==> src/rtl/bcd_pkg.sv <==
// Shared types and glyph table for the calculator display front end.
// Segment encodings are active-low, bit order {g,f,e,d,c,b,a}.
package bcd_pkg;

  typedef enum logic [1:0] {
    IDLE   = 2'd0,
    CONV   = 2'd1,
    COMMIT = 2'd2
  } state_t;

  localparam logic [6:0] SEG_BLANK = 7'h7F;

  localparam logic [6:0] SEG_DIGIT [0:9] = '{
    7'h40, // 0
    7'h79, // 1
    7'h24, // 2
    7'h30, // 3
    7'h19, // 4
    7'h12, // 5
    7'h02, // 6
    7'h78, // 7
    7'h00, // 8
    7'h10  // 9
  };

endpackage

==> src/rtl/seg7_decoder.sv <==
// Combinational BCD-to-7-segment decoder, active-low outputs.
// Non-decimal nibbles and the blank request both produce an unlit digit.
module seg7_decoder
  import bcd_pkg::*;
(
  input  logic [3:0] bcd,
  input  logic       blank,
  output logic [6:0] seg_n
);

  always_comb begin
    seg_n = SEG_BLANK;
    if (!blank) begin
      for (int i = 0; i < 10; i++) begin
        if (bcd == i[3:0]) seg_n = SEG_DIGIT[i];
      end
    end
  end

endmodule

==> src/rtl/bcd_display_ctrl.sv <==
// Binary-to-BCD display front end: iterative double-dabble plus a free-running
// common-anode digit scanner. Define LZ_BLANK_EN to blank leading zero digits.
//
// Handshake: a transfer happens on a rising clk edge where in_valid && in_ready;
// in_ready is a registered output, high only while the converter is idle, and
// in_valid/in_bin are ignored on any edge where in_ready is low.
module bcd_display_ctrl
  import bcd_pkg::*;
#(
  parameter int BIN_W       = 8,
  parameter int DIGITS      = 3,
  parameter int REFRESH_DIV = 100000
) (
  input  logic                  clk,
  input  logic                  rst_n,
  input  logic                  in_valid,
  output logic                  in_ready,
  input  logic [BIN_W-1:0]      in_bin,
  output logic [4*DIGITS-1:0]   bcd_out,
  output logic                  bcd_valid,
  output logic [DIGITS-1:0]     an_n,
  output logic [6:0]            seg_n
);

  localparam int CNT_W  = $clog2(BIN_W + 1);
  localparam int SCAN_W = $clog2(REFRESH_DIV);
  localparam int IDX_W  = (DIGITS > 1) ? $clog2(DIGITS) : 1;

  if (REFRESH_DIV < 2) begin : g_bad_refresh
    $error("bcd_display_ctrl: REFRESH_DIV must be >= 2");
  end
  if (10**DIGITS <= 2**BIN_W - 1) begin : g_bad_digits
    $error("bcd_display_ctrl: DIGITS too small for BIN_W");
  end

  // ---------------------------------------------------------------------------
  // Converter FSM (state is observable hierarchically as 'state')
  // ---------------------------------------------------------------------------
  state_t                state;
  logic [BIN_W-1:0]      bin_r;
  logic [4*DIGITS-1:0]   work;
  logic [4*DIGITS-1:0]   work_adj;
  logic [CNT_W-1:0]      cnt;

  always_comb begin
    work_adj = work;
    for (int k = 0; k < DIGITS; k++) begin
      if (work[4*k +: 4] >= 4'd5) work_adj[4*k +: 4] = work[4*k +: 4] + 4'd3;
    end
  end

  always_ff @(posedge clk) begin
    if (!rst_n) begin
      state     <= IDLE;
      in_ready  <= 1'b0;
      bcd_out   <= '0;
      bcd_valid <= 1'b0;
      bin_r     <= '0;
      work      <= '0;
      cnt       <= '0;
    end else begin
      bcd_valid <= 1'b0;
      case (state)
        IDLE: begin
          in_ready <= 1'b1;
          if (in_valid && in_ready) begin
            bin_r    <= in_bin;
            work     <= '0;
            cnt      <= CNT_W'(BIN_W);
            state    <= CONV;
            in_ready <= 1'b0;
          end
        end
        CONV: begin
          // Adjust then shift the combined {work,bin} register left by one.
          work  <= {work_adj[4*DIGITS-2:0], bin_r[BIN_W-1]};
          bin_r <= bin_r << 1;
          cnt   <= cnt - 1'b1;
          if (cnt == CNT_W'(1)) state <= COMMIT;
        end
        COMMIT: begin
          bcd_out   <= work;
          bcd_valid <= 1'b1;
          in_ready  <= 1'b1;
          state     <= IDLE;
        end
        default: begin
          state    <= IDLE;
          in_ready <= 1'b0;
        end
      endcase
    end
  end

  // ---------------------------------------------------------------------------
  // Digit scanner
  // ---------------------------------------------------------------------------
  logic [SCAN_W-1:0] scan_cnt;
  logic [IDX_W-1:0]  idx;
  logic [3:0]        cur_digit;
  logic              cur_blank;
  logic [6:0]        seg_dec;

  always_comb begin
    cur_digit = 4'd0;
    for (int k = 0; k < DIGITS; k++) begin
      if (idx == k[IDX_W-1:0]) cur_digit = bcd_out[4*k +: 4];
    end
  end

`ifdef LZ_BLANK_EN
  logic [DIGITS-1:0] lz;
  logic              zeros_above;

  // lz[k] is set when digit k and every more significant digit are zero.
  always_comb begin
    lz          = '0;
    zeros_above = 1'b1;
    for (int k = DIGITS - 1; k >= 0; k--) begin
      zeros_above = zeros_above && (bcd_out[4*k +: 4] == 4'd0);
      lz[k]       = zeros_above;
    end
  end

  always_comb begin
    cur_blank = 1'b0;
    for (int k = 1; k < DIGITS; k++) begin
      if (idx == k[IDX_W-1:0]) cur_blank = lz[k];
    end
  end
`else
  assign cur_blank = 1'b0;
`endif

  seg7_decoder u_dec (
    .bcd   (cur_digit),
    .blank (cur_blank),
    .seg_n (seg_dec)
  );

  // an_n and seg_n are both registered from the same idx so they stay aligned.
  always_ff @(posedge clk) begin
    if (!rst_n) begin
      scan_cnt <= '0;
      idx      <= '0;
      an_n     <= '1;
      seg_n    <= SEG_BLANK;
    end else begin
      if (scan_cnt == SCAN_W'(REFRESH_DIV - 1)) begin
        scan_cnt <= '0;
        if (idx == IDX_W'(DIGITS - 1)) idx <= '0;
        else                           idx <= idx + 1'b1;
      end else begin
        scan_cnt <= scan_cnt + 1'b1;
      end
      an_n  <= ~(DIGITS'(1) << idx);
      seg_n <= seg_dec;
    end
  end

endmodule

==> config.mk <==
export PLATFORM = sky130hd
export DESIGN_NAME = bcd_display_ctrl
export DESIGN_NICKNAME = d
export VERILOG_FILES = /design/src/rtl/bcd_pkg.sv /design/src/rtl/seg7_decoder.sv /design/src/rtl/bcd_display_ctrl.sv
export SDC_FILE = /design/constraint.sdc
export NUM_CORES = 1
export LEC_CHECK = 0
export CAP_MARGIN = 10
export CORE_MARGIN = 4
export CORE_UTILIZATION = 35
export CTS_CLUSTER_DIAMETER = 120
export DETAILED_ROUTE_END_ITERATION = 12
export PLACE_DENSITY = 0.56
export SYNTH_ARGS = -nofsm -noshare
export SYNTH_HDL_FRONTEND = slang
export SYNTH_HIERARCHICAL = 1
export SYNTH_SLANG_ARGS = --single-unit
==> constraint.sdc <==
create_clock -name clk -period 2.7 [get_ports clk]
set_clock_uncertainty 0.15 [all_clocks]
set_input_delay 0.27 -clock clk [delete_from_list [all_inputs] [get_ports clk]]
set_output_delay 0.27 -clock clk [all_outputs]
set_load 0.1 [all_outputs]
==> results.tsv <==
stage	metric	value	unit
logic_synthesis	Synth Warn #	6	
setup_path	crit path cell chain	mux2i_1 -> o21ai_0 -> nand2_1 -> a21oi_1 -> o21bai_1 -> nand2b_1	
layout	nets	394	
timing	Worst-Margin Slew	1.06	ns
logic_synthesis	ys async rst share	0	
logic_synthesis	top cell type's share of synthesized area	0.446	
logic_synthesis	EDFF count, synth	0	
timing	Final Hold Viols	0	
setup_path	Worst Setup SP	idx[1]	
setup_path	crit-path leading delay family	compound AO/OA/AOI/OAI gates	
drt	detailed-route via count	2411	
layout	synthesis-to-layout area growth	16.9	%
run	Max Cap Viol	0	
floorplanning	Rows	34	
floorplanning	die area	10400	um2
logic_synthesis	#FFs+latches synth	69	
timing	total negative slack	0	ns
grt	vias in the first global route	2234	
grt	initial antenna violation count	0	
pwr	overall power	0.00200	W
setup_path	CP peak stage delay	0.83	ns
clock_tree	clk slew on worst S/H paths	0.07	ns
timing	Max Slew Vio Count	0	
timing	Peak Freq	0.441	GHz
layout	FF/Latch Area	1380	um2
logic_synthesis	leading area contributor after synthesis	dfxtp_1	
setup_path	Crit-path slowest cell	o21ai_0	
placed_design	gpl congestion	0.770	
logic_synthesis	Synth cell types	52	
timing	slew margin rel.	0.287	
setup_path	biggest fanout along the worst timing path	11	
layout	fillers	883	
setup_path	CP Launch Type	register	
logic_synthesis	most numerous cell in the Yosys netlist	dfxtp_1	
timing	Tcrit/Tclk final	0.840	
drt	vias per cell	4.96	
timing	Final min period	2.27	ns
logic_synthesis	Cells after Synth	338	
placed_design	# port buffers	34	
setup_path	reg2reg setup slack	0.43	ns
timing	final worst setup slack	0.431	ns
drt	router iterations before antenna repair	4	
setup_path	critical register-to-register path startpoint	idx[1]	
layout	area of the multi-input gates	1580	um2
logic_synthesis	top cells by count, synth	dfxtp_1, nand2_1, nor2_1, xnor2_1, nand2b_1	
setup_path	Crit Path Class	register to register	
clock_tree	Post-CTS Setup Inserts	0	
worst_hold_path	worst min path class	register to register	
setup_path	CP bufs+invs	0	
floorplanning	die width	102	um
clock_tree	Num CTS Buffers	9	
drt	DRC violations left	0	
layout	Layout Utilization	0.417	
placed_design	DP Wirelength	4.47	mm
clock_tree	TritonCTS Sinks	69	
grt	final global-route overflow total	0	
placed_design	pre-CTS setup slack	0.183	ns
grt	first-pass GRT wire length	10.5	mm
grt	largest net degree at the start of global routing	27	
grt	GRT Total Usage	0.128	
logic_synthesis	sequential element share of the synthesized area	0.446	
clock_tree	CTS resizes	0	
timing	Fin Hold WS	0.289	ns
clock_tree	Post-CTS Hold Fix Bufs	0	
timing	# setup viols final	0	
clock_tree	TritonCTS clock tree	yes	
layout	layout cells sized above 1	0.135	
drt	Wirelength per Cell	13.1	um
floorplanning	Die Y	102	um
drt	post-route ant nets	0	
logic_synthesis	top area cells in the synthesized netlist	dfxtp_1, nand2_1, xnor2_1	
floorplanning	core area	8680	um2
clock_tree	CTS Root Cell	clkbuf_8	
pwr	worst vdd ir	0.278	mV
worst_hold_path	Hold Crit Start	bin_r[6]	
logic_synthesis	Post-Syn Area per Cell	9.16	um2
setup_path	critical path capture point type	register	
clock_tree	Clock Tree Buf Depth	2	
timing	RSZ-0062 raised after global routing	no	
logic_synthesis	cell area after synthesis	3100	um2
floorplanning	Starting Density	0.357	
setup_path	Crit path required time	2.78	ns
drt	DR iter-0 viols	60	
floorplanning	I/O pin total	35	
clock_tree	clock latency on the worst-skew pair	0.34	ns
drt	Post-Route WL	6.34	mm
outcome	status	completed	
logic_synthesis	most used flip-flop cell after synthesis	dfxtp_1	
layout	n_diodes	0	
pwr	PD cells	553	nW/um2
pwr	Lkg Pwr	1.34	nW
clock_tree	H-tree depth	3	
setup_path	Worst EP arrival	2.34	ns
-- routing by layer --
metal	up-vias	wire [um]	global-route usage
met5	-	0	0
li1	1237	-	-
met4	0	94	0.0464
met1	1122	3040	0.158
met3	9	333	0.0451
met2	43	2870	0.207
-- path summary, 6_finish.rpt --
check             cells past startpoint        to
setup / recovery                      6  seg_n[1]
hold / removal                        2  bin_r[6]
setup reg to reg                      6  seg_n[1]
hold reg to reg                       2  bin_r[6]
-- stage by stage --
step / instances / cell area (um2)
finish: 486 / 3620
detailed placement: 471 / 3460
CTS: 486 / 3620
global route: 486 / 3620
global placement: 471 / 3460
floorplan: 342 / 3110
-- where the power goes --
part	switching [W]	total [W]	internal (W)
logic	0.000134	0.000211	0.0000777
registers	0.0000225	0.00107	0.00105
clock network	0.000368	0.000719	0.000352
total	0.000524	0.00200	0.00148
-- sequential cells by signal, summed over array words and instances (netlist names), 2 cells and up --
name,cells
idx,2
seg_n,7
cnt,4
an_n,3
scan_cnt,17
bin_r,8
bcd_out,12
state,2
work,12
-- worst register-to-register path: cells and delay by family, from the launching register on --
kind,cells,cell delay (ns)
DFF,1,0.53
muxes,1,0.13
and+or+nand+nor,2,0.24
AOI/OAI and AO/OA,3,1.09
-- logic make-up (layout without fill, tap and decap cells) --
family                     after synthesis  after routing  synth area share
muxes                                    9              9            0.0291
DFF                                     69             69             0.446
and+or+nand+nor                        130            130             0.216
buffers and inverters                   30             66            0.0485
other                                    1              5           0.00121
xor gates and xnor gates                22             22            0.0622
adders and majority gates                9              9            0.0364
AOI/OAI and AO/OA                       68             68             0.160
-- placed cells by master, fill, tap and decap left out, drive strengths merged, types with 2 or more instances in the layout --
| cell | count |
|---|---|
| a21boi | 13 |
| a21oi | 8 |
| a222oi | 4 |
| a22o | 3 |
| a32o | 4 |
| a32oi | 2 |
| and2 | 4 |
| and3 | 2 |
| buf | 29 |
| clkbuf | 13 |
| clkdlybuf4s50 | 10 |
| clkinv | 2 |
| conb | 5 |
| dfxtp | 69 |
| ha | 9 |
| inv | 12 |
| mux2i | 9 |
| nand2 | 46 |
| nand2b | 15 |
| nand3 | 8 |
| nand4 | 6 |
| nor2 | 22 |
| nor2b | 8 |
| nor3 | 5 |
| nor3b | 3 |
| nor4 | 5 |
| o211a | 2 |
| o21a | 3 |
| o21ai | 13 |
| o22ai | 5 |
| o31ai | 4 |
| o32ai | 3 |
| or4 | 2 |
| xnor2 | 18 |
| xor2 | 4 |
-- layout make-up --
cell class	instances	share of cell area
multi-input cells	243	0.437
clock inverters	2	0.00277
clock buffers	13	0.0412
inverters	12	0.0125
well taps	108	0.0374
repair buffers	39	0.0879
flip-flops and latches	69	0.382
Power figures use the tool's default switching activity.
